## src/rtl/counter_conv_if.sv

```systemverilog
// Handshake/result bundle between the conversion counter, the comparator
// front end and the result readout.
interface counter_conv_if #(
    parameter int WIDTH = 8
);
    logic             start;
    logic             abort;
    logic             en;
    logic             cmp;
    logic [WIDTH-1:0] count;
    logic             busy;
    logic [WIDTH-1:0] result;
    logic             result_valid;
    logic             overflow;

    modport master (
        output start, abort, en, cmp,
        input  count, busy, result, result_valid, overflow
    );

    modport slave (
        input  start, abort, en, cmp,
        output count, busy, result, result_valid, overflow
    );
endinterface

```

## src/rtl/counter_conv.sv

```systemverilog
// Single-slope conversion counter: counts from start until the comparator
// trips (after a blanking window) and captures the count as the result.
module counter_conv #(
    parameter int WIDTH        = 8,
    parameter int MAX_COUNT    = 2**WIDTH - 1,
    parameter int BLANK_CYCLES = 2,
    parameter int GRAY         = 0
) (
    input  logic          clk,
    input  logic          rst,
    counter_conv_if.slave bus
);
    localparam int BW = (BLANK_CYCLES > 2) ? $clog2(BLANK_CYCLES) : 1;
    localparam logic [WIDTH-1:0] MAX_VAL    = WIDTH'(MAX_COUNT);
    localparam logic [BW-1:0]    BLANK_LOAD = BW'((BLANK_CYCLES > 0) ? BLANK_CYCLES - 1 : 0);

    typedef enum logic [1:0] {
        ST_IDLE  = 2'd0,
        ST_BLANK = 2'd1,
        ST_COUNT = 2'd2
    } state_t;

    state_t           state_r;
    logic [BW-1:0]    blank_cnt_r;
    logic [WIDTH-1:0] count_r;
    logic [WIDTH-1:0] result_r;
    logic             result_valid_r;
    logic             overflow_r;
    logic             busy_r;

    // Ripple of half adders; the top carry is never formed since the
    // terminal-count check stops the count before it could wrap.
    function automatic logic [WIDTH-1:0] incr(input logic [WIDTH-1:0] a, input logic ci);
        logic [WIDTH-1:0] c_s;
        logic [WIDTH-1:0] s_s;
        c_s    = {WIDTH{1'b0}};
        c_s[0] = ci;
        for (int i = 0; i < WIDTH; i++) begin
            s_s[i] = a[i] ^ c_s[i];
            if (i < WIDTH - 1) begin
                c_s[i+1] = a[i] & c_s[i];
            end else begin
                c_s[0] = c_s[0];
            end
        end
        return s_s;
    endfunction

    function automatic logic [WIDTH-1:0] enc(input logic [WIDTH-1:0] c);
        if (GRAY != 0) begin
            return c ^ (c >> 1);
        end else begin
            return c;
        end
    endfunction

    // Conversion sequencer with registered count, result and status outputs.
    always_ff @(posedge clk or posedge rst) begin
        if (rst) begin
            state_r        <= ST_IDLE;
            blank_cnt_r    <= {BW{1'b0}};
            count_r        <= {WIDTH{1'b0}};
            result_r       <= {WIDTH{1'b0}};
            result_valid_r <= 1'b0;
            overflow_r     <= 1'b0;
            busy_r         <= 1'b0;
        end else begin
            result_valid_r <= 1'b0;
            case (state_r)
                ST_IDLE: begin
                    if (bus.start && !bus.abort) begin
                        count_r    <= {WIDTH{1'b0}};
                        overflow_r <= 1'b0;
                        busy_r     <= 1'b1;
                        if (BLANK_CYCLES == 0) begin
                            state_r <= ST_COUNT;
                        end else begin
                            state_r     <= ST_BLANK;
                            blank_cnt_r <= BLANK_LOAD;
                        end
                    end
                end
                ST_BLANK: begin
                    if (bus.abort) begin
                        state_r <= ST_IDLE;
                        busy_r  <= 1'b0;
                    end else if (blank_cnt_r == {BW{1'b0}}) begin
                        state_r <= ST_COUNT;
                    end else begin
                        blank_cnt_r <= blank_cnt_r - BW'(1);
                    end
                end
                ST_COUNT: begin
                    if (bus.abort) begin
                        state_r <= ST_IDLE;
                        busy_r  <= 1'b0;
                    end else if (bus.cmp) begin
                        result_r       <= enc(count_r);
                        overflow_r     <= 1'b0;
                        result_valid_r <= 1'b1;
                        state_r        <= ST_IDLE;
                        busy_r         <= 1'b0;
                    end else if (bus.en && (count_r == MAX_VAL)) begin
                        result_r       <= enc(MAX_VAL);
                        overflow_r     <= 1'b1;
                        result_valid_r <= 1'b1;
                        state_r        <= ST_IDLE;
                        busy_r         <= 1'b0;
                    end else begin
                        count_r <= incr(count_r, bus.en);
                    end
                end
                default: begin
                    state_r <= ST_IDLE;
                    busy_r  <= 1'b0;
                end
            endcase
        end
    end

    assign bus.count        = count_r;
    assign bus.busy         = busy_r;
    assign bus.result       = result_r;
    assign bus.result_valid = result_valid_r;
    assign bus.overflow     = overflow_r;
endmodule

```

## src/flat_wrapper.sv

```systemverilog
// flat-port wrapper written by rule: the top's interface ports become plain ports
module counter_conv_flat 
#(
    parameter int WIDTH        = 8,
    parameter int MAX_COUNT    = 2**WIDTH - 1,
    parameter int BLANK_CYCLES = 2,
    parameter int GRAY         = 0
)
  (clk, rst, bus_start, bus_abort, bus_en, bus_cmp, bus_count, bus_busy, bus_result, bus_result_valid, bus_overflow);
  counter_conv_if #(.WIDTH(WIDTH)) bus_i ();
  input  logic clk;
  input  logic rst;
  input wire logic [$bits(bus_i.start)-1:0] bus_start;
  input wire logic [$bits(bus_i.abort)-1:0] bus_abort;
  input wire logic [$bits(bus_i.en)-1:0] bus_en;
  input wire logic [$bits(bus_i.cmp)-1:0] bus_cmp;
  output wire logic [$bits(bus_i.count)-1:0] bus_count;
  output wire logic [$bits(bus_i.busy)-1:0] bus_busy;
  output wire logic [$bits(bus_i.result)-1:0] bus_result;
  output wire logic [$bits(bus_i.result_valid)-1:0] bus_result_valid;
  output wire logic [$bits(bus_i.overflow)-1:0] bus_overflow;
  assign bus_i.start = bus_start;
  assign bus_i.abort = bus_abort;
  assign bus_i.en = bus_en;
  assign bus_i.cmp = bus_cmp;
  assign bus_count = bus_i.count;
  assign bus_busy = bus_i.busy;
  assign bus_result = bus_i.result;
  assign bus_result_valid = bus_i.result_valid;
  assign bus_overflow = bus_i.overflow;
  counter_conv #(.WIDTH(WIDTH), .MAX_COUNT(MAX_COUNT), .BLANK_CYCLES(BLANK_CYCLES), .GRAY(GRAY)) u_core (.clk(clk), .rst(rst), .bus(bus_i));
endmodule
```

## config.mk

```make
export PLATFORM = sky130hd
export DESIGN_NAME = counter_conv_flat
export DESIGN_NICKNAME = d
export VERILOG_FILES = /design/src/rtl/counter_conv_if.sv /design/src/rtl/counter_conv.sv /design/src/flat_wrapper.sv
export SDC_FILE = /design/constraint.sdc
export NUM_CORES = 1
export LEC_CHECK = 0
export BUFFER_PORTS_ARGS = -buffer_cell sky130_fd_sc_hd__buf_2
export CAP_MARGIN = 40
export CORE_MARGIN = 2
export CORE_UTILIZATION = 35
export DETAILED_ROUTE_END_ITERATION = 8
export PLACE_DENSITY_LB_ADDON = 0.25
export SYNTH_ARGS = -nofsm -noshare
export SYNTH_HDL_FRONTEND = slang
export SYNTH_SLANG_ARGS = --single-unit
```

## constraint.sdc

```tcl
create_clock -name clk -period 3.1 [get_ports clk]
set_input_delay 0.31 -clock clk [delete_from_list [all_inputs] [get_ports clk]]
set_output_delay 0.31 -clock clk [all_outputs]
set_load 0.005 [all_outputs]
```

# Yosys cells after proc, flatten, opt, wreduce, memory -nomap -nowiden
# Index checks and enable logic that the tools add are counted.
# totals
register_bits,22
out_inout_bits,19
word_cells,109
# classes
add_sub_neg,1
eq_ne,12
muxes,60
bitwise_logic,16
n_reduce_logical,13
# ops
op,count
2-to-1 mux 8 bit,6
2-to-1 mux 1 bit,43
one-hot mux 8 bit (2 select lines),1
2-to-1 mux 2 bit,6
AND reduction 3 bit,4
inequality test 2 bit (second input constant),5
== test 8 bit (second input constant),1
XOR 1 bit,8
bitwise AND 1 bit,7
one-hot mux 2 bit (3 select lines),1
nonzero test 2 bit,3
AND reduction 5 bit,1
inequality test 4 x 3 -> 1 bit (second input constant),1
one-hot mux 1 bit (2 select lines),2
AND reduction 4 bit,1
inequality test 3 x 2 -> 1 bit (second input constant),1
inequality test 3 bit (second input constant),1
one-hot mux 1 bit (3 select lines),1
== test 2 x 1 -> 1 bit (second input constant),1
== test 2 bit (second input constant),1
logical AND 1 bit,2
zero test 2 bit,1
inequality test 2 x 1 -> 1 bit (second input constant),1
zero test 1 bit,1
2 further kinds,2

# Longest topological paths before layout
# Gate-level depths: netlist of the first run.
# logic_depth
word_depth,41
mapped_depth,9
ltp_nobuf,9

# Worst setup path before layout of the first run
# Ideal clock, no wire load.
# synth_path
path_type,flip-flop to flip-flop
startpoint,"register u_core.count_r[0], in the netlist u_core.bus.count[0]"
endpoint,"register u_core.count_r[7], in the netlist u_core.bus.count[7]"
setup_ns,0.124
arrival_ns,2.051
required_time_ns,2.976
path_slack_ns,0.925
path_stages_with_launch,10
cell_sequence,dfrtp_1 ha_1 ha_1 ha_1 ha_1 ha_1 ha_1 ha_1 and3b_1 a211o_1
# synth_between
elab_chain_cells,40
elab_cells_between_ends,44
classes_between,eq/ne: 2; mux: 32; bitwise: 8; reduce/logical: 2
# synth_lines
item,line,rtl
from (decl),counter_conv.sv:25,logic [WIDTH-1:0] count_r;
from (signal assigned),counter_conv.sv:62,count_r <= {WIDTH{1'b0}};
from (signal assigned),counter_conv.sv:72,count_r <= {WIDTH{1'b0}};
from (signal assigned),counter_conv.sv:110,"count_r <= incr(count_r, bus.en);"
bitwise AND 1 bit,counter_conv.sv:41,c_s[i+1] = a[i] & c_s[i];
2-to-1 mux 1 bit,counter_conv.sv:103,end else if (bus.en && (count_r == MAX_VAL)) begin
2-to-1 mux 1 bit,counter_conv.sv:97,end else if (bus.cmp) begin
2-to-1 mux 1 bit,counter_conv.sv:94,if (bus.abort) begin
2-to-1 mux 1 bit,counter_conv.sv:69,case (state_r)
bitwise AND 1 bit,counter_conv.sv:41,
2-to-1 mux 1 bit,counter_conv.sv:103,
2-to-1 mux 1 bit,counter_conv.sv:97,
[... 24 more ...],n/a,
2-to-1 mux 1 bit,counter_conv.sv:97,
2-to-1 mux 1 bit,counter_conv.sv:94,
2-to-1 mux 1 bit,counter_conv.sv:69,
XOR 1 bit,counter_conv.sv:39,s_s[i] = a[i] ^ c_s[i];
2-to-1 mux 8 bit,counter_conv.sv:103,
2-to-1 mux 8 bit,counter_conv.sv:97,
2-to-1 mux 8 bit,counter_conv.sv:94,
one-hot mux 8 bit (2 select lines),counter_conv.sv:69,
# Parallel ways exist; a longest one is shown, timed or not. The select of a mux whose other input is x is not followed.
# A chain may end at the register's enable or synchronous reset.

# Worst setup path in the final report of the first run
# Ends and elaborated chain as after synthesis.

==> impl_metrics.env, run 1 <==
export IMPL_status="completed"
export IMPL_min_period_over_period_pct=73.8
export IMPL_yosys_warnings=0
export IMPL_dieArea_um2=3350
export IMPL_yosysTopAreaCell="dfrtp_1"
export IMPL_area_growth_pct=21.9
export IMPL_netlist_instances=81
export IMPL_vias_per_cell=5.30
export IMPL_grt_use_met1_pct=17.9
export IMPL_min_period_ps=2290
export IMPL_grtUsageMet2_pct=20.0
export IMPL_drt_iter0_drc=17
export IMPL_hold_viol=0
export IMPL_cts_tree="built"
export IMPL_antenna_left=0
export IMPL_hold_class="input port to asynchronous set/reset pin"
export IMPL_cap_violations=0
export IMPL_p_per_area_nw_per_um2=615
export IMPL_switching_share_pct=24.2
export IMPL_ys_types=28
export IMPL_insertion_delay_ps=310
export IMPL_grt_max_degree=23
export IMPL_synth_area_um2=1020
export IMPL_use_met3_pct=2.90
export IMPL_fp_row_count=19
export IMPL_initial_core_util_pct=36.9
export IMPL_cts_sinks=22
export IMPL_cts_buffers=3
export IMPL_worstPathArrival_ps=2490
export IMPL_die_y_um=57.9
export IMPL_ys_seq_area_share_pct=54.1
export IMPL_wl_um=1930
export IMPL_p_seq_share_pct=50.2
export IMPL_synth_top_area_share_pct=54.1
export IMPL_final_common_cell="buf_2"
export IMPL_slew_headroom_pct=67.4
export IMPL_ctsHoldBuffers=0
export IMPL_syn_avg_cell_area_um2=12.6
export IMPL_drive_above_1_share_pct=38.0
export IMPL_grt_pass1_wl_um=3350
export IMPL_grt_busiest_layer="met2"
export IMPL_num_vias=737
export IMPL_leakage_nw=0.660
export IMPL_clk_path_buf_depth=2
export IMPL_antenna_cells=0
export IMPL_cts_setup_buffers=0
export IMPL_synth_area_leaders="dfrtp_1 (54%), ha_1 (8.6%), o22a_1 (6.0%), a22o_2 (5.9%), a21oi_1 (2.5%)"
export IMPL_cp_required_ps=3300
export IMPL_gp_congestion=0.725
export IMPL_grt_overflow_total=0
export IMPL_setup_viol=0
export IMPL_grt_total_usage_pct=13.3
export IMPL_syn_nets=94
export IMPL_route_detailed_drc=0
export IMPL_fmax_mhz=437
export IMPL_antenna_found_initial=0
export IMPL_die_width_um=57.9
export IMPL_power_switching_uw=184
export IMPL_core_area_um2=2760
export IMPL_clkPwrFrac_pct=28.8
export IMPL_ys_ff_latch=22
export IMPL_total_power_uw=763
export IMPL_critPathKind="flip-flop to flip-flop"
export IMPL_post_dp_hpwl_um=1410
export IMPL_layout_nets=122
export IMPL_ir_drop_mv=0.313
export IMPL_grt_pass1_vias=726
export IMPL_clk_pin_slew_ps=130
export IMPL_p_int_uw=578
export IMPL_pwr_share_comb_pct=21.0
export IMPL_drt_first_pass_iters=4
export IMPL_cts_root_buf="clkbuf_4"
export IMPL_tns_ps=0
export IMPL_critPathLaunchType="flip-flop"
export IMPL_rsz0062_at_grt="no"
export IMPL_h_tree_depth=1
export IMPL_drv_slew=0
export IMPL_finClkSkew_ps=10.5
export IMPL_critical_path_max_fanout=5
export IMPL_wl_per_cell_um=13.9
export IMPL_worst_pin_slew_ps=486
export IMPL_fill_cells=266
export IMPL_post_cts_resize_count=0
export IMPL_portBuffers=24
export IMPL_layout_common_cells="buf_2 (24), dfrtp_1 (22), o22a_1 (7), ha_1 (7), a22o_2 (6)"
export IMPL_worst_setup_path_end_kind="flip-flop"
export IMPL_pin_count=25
[synthesized netlist by cell type]
| library cell | number |
|---|---|
| nor3_4 | 1 |
| o21ai_2 | 1 |
| a21oi_1 | 5 |
| o22a_1 | 7 |
| o21ai_0 | 1 |
| o31a_2 | 1 |
| buf_6 | 1 |
| a22o_2 | 6 |
| o21bai_1 | 1 |
| a211o_1 | 1 |
| ha_1 | 7 |
| nor3_1 | 3 |
| a2bb2oi_1 | 1 |
| dfrtp_1 | 22 |
| mux2i_1 | 1 |
| and3b_1 | 2 |
| a21bo_2 | 1 |
| nor3b_1 | 1 |
| nand3_1 | 1 |
| nand2_1 | 5 |
| o311a_1 | 1 |
| clkbuf_2 | 1 |
| nor2b_1 | 1 |
| nand4_1 | 1 |
| o22a_2 | 1 |
| nor2_1 | 2 |
| inv_1 | 4 |
| nand4_2 | 1 |
[worst max-delay path, stage by stage, from the launching register on]
cell and delay [ps]:
dfrtp_1 450, ha_1 220, ha_1 180, ha_1 190, ha_1 180, ha_1 180
ha_1 180, ha_1 180, and3b_1 170, a211o_1 260
[worst paths after layout]
check	from	end	slack [ps]	cells after the start
min	rst	u_core.bus.result[0]	20	3
max in group asynchronous	rst	u_core.bus.overflow	2940	3
max	u_core.bus.count[0]	u_core.bus.count[7]	810	9
min in group clk	bus_abort	u_core.state_r[0]	260	2
min reg2reg	u_core.blank_cnt_r	u_core.state_r[1]	490	1
max reg2reg	u_core.bus.count[0]	u_core.bus.count[7]	810	9
[metal layers]
layer	vias to the layer above	routed length, um
met3	5	107
li1	361	-
met2	20	865
met1	351	918
met4	0	41
met5	-	0
[sequential cells by signal (all words and copies together) (netlist names)]
| register | flops |
|---|---|
| u_core.bus.overflow | 1 |
| u_core.state_r | 2 |
| u_core.bus.busy | 1 |
| u_core.blank_cnt_r | 1 |
| u_core.bus.count | 8 |
| u_core.bus.result_valid | 1 |
| u_core.bus.result | 8 |
[final cells by class]
class,count,area (um2),share of cell area (%)
timing repair buffer,25,148,11.9
clock inverter,1,30.0,2.42
multi-input combinational,53,435,35.1
clock buffer,3,22.5,1.82
tap,31,38.8,3.13
sequential,22,551,44.4
inverter,4,15.0,1.21
[power by group through the flow]
stage          sequential [mW]  combinational (mW)  clock (mW)
2_1_floorplan            0.394              0.0832           0
3_3_place_gp             0.387               0.157           0
3_5_place_dp             0.390               0.164           0
4_1_cts                  0.384               0.164       0.227
5_1_grt                  0.391               0.180       0.236
6_report                 0.383               0.160       0.219
[metrics by stage]
stage / cells / utilization, % / cell area [um2] / hold WS (ps) / worst slack, ps
5_1_grt: 139 / 45.0 / 1240 / 20.3 / 699
6_report: 139 / 45.0 / 1240 / 21.9 / 813
3_3_place_gp: 134 / 42.1 / 1160 / 460 / 887
3_5_place_dp: 135 / 43.1 / 1190 / 377 / 842
2_1_floorplan: 81 / - / 1020 / 299 / 925
4_1_cts: 139 / 45.0 / 1240 / 21.3 / 806
[cells by family (layout without fill, tap and decap cells)]
kind of cell | Yosys count | in the layout | share of synthesized area (%)
AOI/OAI and AO/OA | 27 | 27 | 22.1
DFF | 22 | 22 | 54.1
and+or+nand+nor | 18 | 18 | 11.1
adders and majority gates | 7 | 7 | 8.61
buffers and inverters | 6 | 33 | 3.07
muxes | 1 | 1 | 0.984
No activity file was read; power rests on OpenSTA's default activity.
==> run 2, diff against run 1 <==
==> constraint.sdc (replaced) <==
create_clock -name clk -period 2.3 [get_ports clk]
set_input_delay 0.23 -clock clk [delete_from_list [all_inputs] [get_ports clk]]
set_output_delay 0.23 -clock clk [all_outputs]
set_load 0.005 [all_outputs]
==> run 2 against run 1 <==
  * Register-to-register slack worse by 720 ps
  * First-iteration DRC count up 59%
  * Combinational power grew 36%
  * Critical endpoint unchanged
  * Largest power group unchanged
  * Hold slack gained 150 ps
  * Critical path type unchanged
  * Sequential power increased by 35%
  * Global-route usage up 0.15 points
==> impl_metrics.env, run 2 (synthesis results as in run 1) <==
export IMPL_status="completed"
export IMPL_antenna_cells=0
export IMPL_fmax_mhz=454
export IMPL_cts_sinks=22
export IMPL_met3WireLength_um=140
export IMPL_drt_first_pass_iters=6
export IMPL_ff2ff_path_depth=9
export IMPL_final_common_cell="buf_2"
export IMPL_ir_drop_mv=0.525
export IMPL_grt_pass1_vias=760
export IMPL_power_switching_uw=245
export IMPL_critPathLaunchType="flip-flop"
export IMPL_layout_common_cells="buf_2 (24), dfrtp_1 (22), o22a_1 (7)"
export IMPL_r2r_end="u_core.bus.count[7]"
export IMPL_cts_tree="built"
export IMPL_clk_path_buf_depth=2
export IMPL_fp_row_count=19
export IMPL_wl_per_cell_um=13.8
export IMPL_die_y_um=57.9
export IMPL_dr_max_layer_used="met4"
export IMPL_critPathKind="flip-flop to flip-flop"
export IMPL_grt_total_usage_pct=13.4
export IMPL_hp_start="bus_abort"
export IMPL_antenna_left=0
export IMPL_grt_pass1_wl_um=3350
export IMPL_drv_slew=0
export IMPL_drt_iter0_drc=27
export IMPL_worst_pin_slew_ps=477
export IMPL_holdWs_ps=170
export IMPL_portBuffers=24
export IMPL_wl_um=1950
export IMPL_leakage_nw=0.657
export IMPL_post_dp_hpwl_um=1440
export IMPL_gp_congestion=0.826
export IMPL_core_area_um2=2760
export IMPL_insertion_delay_ps=310
export IMPL_area_growth_pct=22.5
export IMPL_clkPwrFrac_pct=22.5
export IMPL_wl_met1_um=912
export IMPL_slew_headroom_pct=68.0
export IMPL_h_tree_depth=1
export IMPL_setup_viol=0
export IMPL_drive_above_1_share_pct=40.0
export IMPL_min_period_ps=2200
export IMPL_initial_core_util_pct=36.9
export IMPL_vias_per_cell=5.41
export IMPL_die_width_um=57.9
export IMPL_min_period_over_period_pct=95.9
export IMPL_grt_max_degree=22
export IMPL_pin_count=25
export IMPL_cap_violations=0
export IMPL_r2r_setup_slack_ps=100
export IMPL_wl_met2_um=875
export IMPL_fill_cells=277
export IMPL_antenna_found_initial=0
export IMPL_grt_overflow_total=0
export IMPL_route_detailed_drc=0
export IMPL_pwr_share_comb_pct=23.0
export IMPL_switching_share_pct=25.9
export IMPL_cts_root_buf="clkbuf_4"
export IMPL_fin_util_pct=45.2
export IMPL_p_per_area_nw_per_um2=760
export IMPL_clk_pin_slew_ps=120
export IMPL_regToRegStartpoint="u_core.bus.count[0]"
export IMPL_finClkSkew_ps=2.52
export IMPL_layout_nets=124
export IMPL_tns_ps=0
export IMPL_rsz0062_at_grt="no"
export IMPL_dieArea_um2=3350
export IMPL_p_int_uw=702
export IMPL_hold_class="input port to flip-flop"
export IMPL_hold_viol=0
export IMPL_hold_end="u_core.state_r[0]"
export IMPL_worst_setup_path_end_kind="flip-flop"
export IMPL_whs_path_depth=2
export IMPL_cts_setup_buffers=0
export IMPL_cp_required_ps=2510
export IMPL_p_seq_share_pct=54.5
export IMPL_num_vias=763
export IMPL_critical_path_max_fanout=2
export IMPL_worstPathArrival_ps=2420
export IMPL_cts_buffers=3
[run 2: changes by cell type in the layout (fill, tap and decap cells not counted)]
cell	change
dlygate4sd3_1	+1
buf_4	+1
ha_2	+2
bufinv_16	-1
ha_1	-2
clkbuf_8	+1
[run 2: power by group through the flow]
| stage | registers, mW | logic (mW) | clock network (mW) |
|---|---|---|---|
| floorplan | 0.531 | 0.112 | 0 |
| global placement | 0.521 | 0.214 | 0 |
| detailed placement | 0.527 | 0.221 | 0 |
| CTS | 0.519 | 0.223 | 0.220 |
| global route | 0.529 | 0.246 | 0.232 |
| finish | 0.516 | 0.218 | 0.213 |
[run 2: per-stage QoR]
| step | total power, mW | setup slack, ps | cell area (um2) | std cells |
|---|---|---|---|---|
| after floorplan | 0.643 | 125 | 1020 | 81 |
| after global placement | 0.735 | 154 | 1170 | 135 |
| after detailed placement | 0.748 | 74.1 | 1190 | 136 |
| after CTS | 0.961 | 47.1 | 1240 | 141 |
| after global routing | 1.01 | 4.19 | 1250 | 141 |
| final | 0.947 | 95.4 | 1250 | 141 |
[run 2: cell type report]
| type | count | area [um2] | share of cell area, % |
|---|---|---|---|
| clock buffer | 4 | 36.3 | 2.91 |
| inverter | 4 | 15.0 | 1.20 |
| multi-input combinational | 53 | 440 | 35.3 |
| sequential | 22 | 551 | 44.2 |
| tap | 31 | 38.8 | 3.11 |
| timing repair buffer | 27 | 165 | 13.3 |
[run 2: worst max path at each step]
stage | start | to | slack [ps]
2_1_floorplan | u_core.bus.count[0] | u_core.bus.count[7] | 130
3_3_place_gp | u_core.bus.count[0] | u_core.bus.count[7] | 150
3_5_place_dp | u_core.bus.count[0] | u_core.bus.count[7] | 70
4_1_cts | u_core.bus.count[0] | u_core.bus.count[7] | 50
5_1_grt | u_core.bus.count[0] | u_core.bus.count[7] | 4
6_report | u_core.bus.count[0] | u_core.bus.count[7] | 100
[run 2: critical path, stage by stage, from the launching register on]
cell and delay [ps]:
dfrtp_1 400, ha_1 200, ha_1 190, ha_2 170, ha_1 180, ha_1 180
ha_1 180, ha_2 170, and3b_1 170, a211o_1 250
[run 2: routing by layer]
layer  global-route usage [%]  up-vias
met5                        0        -
met4                     3.99        0
met3                     5.13        2
met2                     21.3       23
met1                     17.0      367
li1                         -      371
[run 2: timing repair]
item	CTS	global route
resized for setup	0	2
hold buffers	1	0
setup endpoints to repair	0	1
endpoints found under the hold margin	22	0
==> run 3, diff against run 2 <==
--- a/config.mk
+++ b/config.mk
@@ -10,7 +10,7 @@
 export CORE_MARGIN = 2
 export CORE_UTILIZATION = 35
 export DETAILED_ROUTE_END_ITERATION = 8
-export PLACE_DENSITY_LB_ADDON = 0.25
+export SETUP_SLACK_MARGIN = 0.2
 export SYNTH_ARGS = -nofsm -noshare
 export SYNTH_HDL_FRONTEND = slang
 export SYNTH_SLANG_ARGS = --single-unit
==> run 3 against run 2 <==
  * Worst setup slack improved by 180 ps
  * Register-to-register slack better by 180 ps
  * Fmax increased by 9.0%
  * Clock skew increased by 3.2 ps
  * Clock power about the same
  * Utilization up 2.3 points
  * Die area unchanged
  * Hold slack better by 5.5 ps
  * Count of clock-buffer cells in the layout did not move
  * Power is 0.33% higher
  * First-iteration DRC count shrank 85%
==> impl_metrics.env, run 3 (synthesis results as in run 1) <==
export IMPL_setup_viol=0
export IMPL_rsz0062_at_grt="no"
export IMPL_fin_util_pct=47.5
export IMPL_fp_row_count=19
export IMPL_r2r_setup_slack_ps=280
export IMPL_min_period_over_period_pct=87.9
export IMPL_slew_headroom_pct=67.6
export IMPL_ir_drop_mv=0.404
export IMPL_vias_per_cell=5.46
export IMPL_die_width_um=57.9
export IMPL_area_growth_pct=28.7
export IMPL_min_period_ps=2020
export IMPL_drive_above_1_share_pct=44.5
export IMPL_leakage_nw=0.642
export IMPL_dp_cells=135
export IMPL_layout_nets=124
export IMPL_insertion_delay_ps=300
export IMPL_drt_first_pass_iters=4
export IMPL_holdWs_ps=176
export IMPL_hp_start="bus_abort"
export IMPL_portBuffers=24
export IMPL_critPathKind="flip-flop to flip-flop"
export IMPL_slowest_delay_ps=410
export IMPL_worstPathArrival_ps=2230
export IMPL_cts_buffers=3
export IMPL_grt_overflow_total=0
export IMPL_pin_count=25
export IMPL_gp_congestion=0.778
export IMPL_regToRegStartpoint="u_core.bus.count[0]"
export IMPL_grt_use_met1_pct=18.1
export IMPL_stdcell_count=141
export IMPL_route_detailed_drc=0
export IMPL_die_y_um=57.9
export IMPL_antenna_found_initial=0
export IMPL_layout_common_cells="buf_2 (24), dfrtp_1 (22), o22a_1 (7)"
export IMPL_antenna_cells=0
export IMPL_total_power_uw=950
export IMPL_grt_total_usage_pct=14.5
export IMPL_tns_ps=0
export IMPL_worst_setup_path_end_kind="flip-flop"
export IMPL_hold_viol=0
export IMPL_critPathLaunchType="flip-flop"
export IMPL_worst_slack_ps=278
export IMPL_whs_path_depth=2
export IMPL_r2r_end="u_core.bus.count[7]"
export IMPL_worst_pin_slew_ps=483
export IMPL_cp_cell_sequence="ha_2 > ha_4 > ha_4 > ha_4 > ha_4 > ha_4 > ha_2 > and3b_1 > a211o_1"
export IMPL_timing_critical_path_mode_cell="ha_4"
export IMPL_dieArea_um2=3350
export IMPL_slowest_stage="dfrtp_1"
export IMPL_initial_core_util_pct=36.9
export IMPL_num_vias=770
export IMPL_status="completed"
export IMPL_place_area_um2=1200
export IMPL_drv_slew=0
export IMPL_grtUsageMet2_pct=25.3
export IMPL_use_met3_pct=2.68
export IMPL_core_area_um2=2760
export IMPL_h_tree_depth=1
export IMPL_p_per_area_nw_per_um2=726
export IMPL_grt_pass1_vias=816
export IMPL_wl_per_cell_um=15.4
export IMPL_cap_violations=0
export IMPL_hold_class="input port to flip-flop"
export IMPL_cts_sinks=22
export IMPL_drt_iter0_drc=4
export IMPL_grt_max_degree=19
export IMPL_grt_pass1_wl_um=3700
export IMPL_critical_path_max_fanout=2
export IMPL_clk_path_buf_depth=2
export IMPL_wl_um=2170
export IMPL_post_dp_hpwl_um=1550
export IMPL_pre_cts_slack_ps=128
export IMPL_fin_area_um2=1310
export IMPL_cts_root_buf="clkbuf_4"
export IMPL_finClkSkew_ps=5.71
export IMPL_ff2ff_path_depth=9
export IMPL_hold_end="u_core.state_r[0]"
export IMPL_antenna_left=0
export IMPL_startpoint="u_core.bus.count[0]"
export IMPL_fmax_mhz=494
export IMPL_grt_busiest_layer="met2"
export IMPL_clk_pin_slew_ps=120
export IMPL_cp_required_ps=2500
export IMPL_final_common_cell="buf_2"
export IMPL_cts_tree="built"
-- run 3: cell types whose count changed in the layout (fill, tap and decap cells not counted) --
cell / before / now
ha_1: 5 / 0
ha_4: 0 / 5
-- run 3: final cells by class --
| cell class | instances | area [um2] |
|---|---|---|
| multi-input cells | 53 | 503 |
| well taps | 31 | 38.8 |
| inverters | 4 | 15.0 |
| repair buffers | 27 | 165 |
| flip-flops and latches | 22 | 551 |
| clock buffers | 4 | 36.3 |
| fillers | 263 | 1450 |
-- run 3: layer usage --
metal  vias up  part of all wire (%)
met1       376                    43
li1        367                     -
met2        23                    51
met4         0                   1.4
met5         -                     0
met3         4                   3.9
-- run 3: worst max-delay path: cells and delay by family, from the launching register on --
family | cells | cell delay, ps
AO/OA/AOI/OAI | 1 | 220
adder cells (fa/ha/maj) | 7 | 1120
flip-flops | 1 | 410
AND/OR/NAND/NOR | 1 | 170
-- run 3: worst max-delay path by stage --
stage | cells after the start | end | slack, ps
after global routing | 9 | u_core.bus.count[7] | 240
after detailed placement | 9 | u_core.bus.count[7] | 130
after global placement | 9 | u_core.bus.count[7] | 190
after floorplan | 9 | u_core.bus.count[7] | 210
after CTS | 9 | u_core.bus.count[7] | 210
final | 9 | u_core.bus.count[7] | 280
-- run 3: what timing repair did --
| item | in CTS | in global routing |
|---|---|---|
| gates cloned | 0 | 0 |
| pin swaps | 1 | 2 |
| endpoints found under the hold margin | 4 | 0 |
| buffers inserted | 1 | 0 |
| hold buffers | 1 | 0 |
| gates resized for setup | 4 | 3 |
| endpoints found under the setup margin | 2 | 2 |
-- run 3: report_power, final --
part,internal (mW),switching (mW),total [mW]
clock network,0.0966,0.115,0.211
registers,0.470,0.0461,0.516
logic,0.136,0.0867,0.222
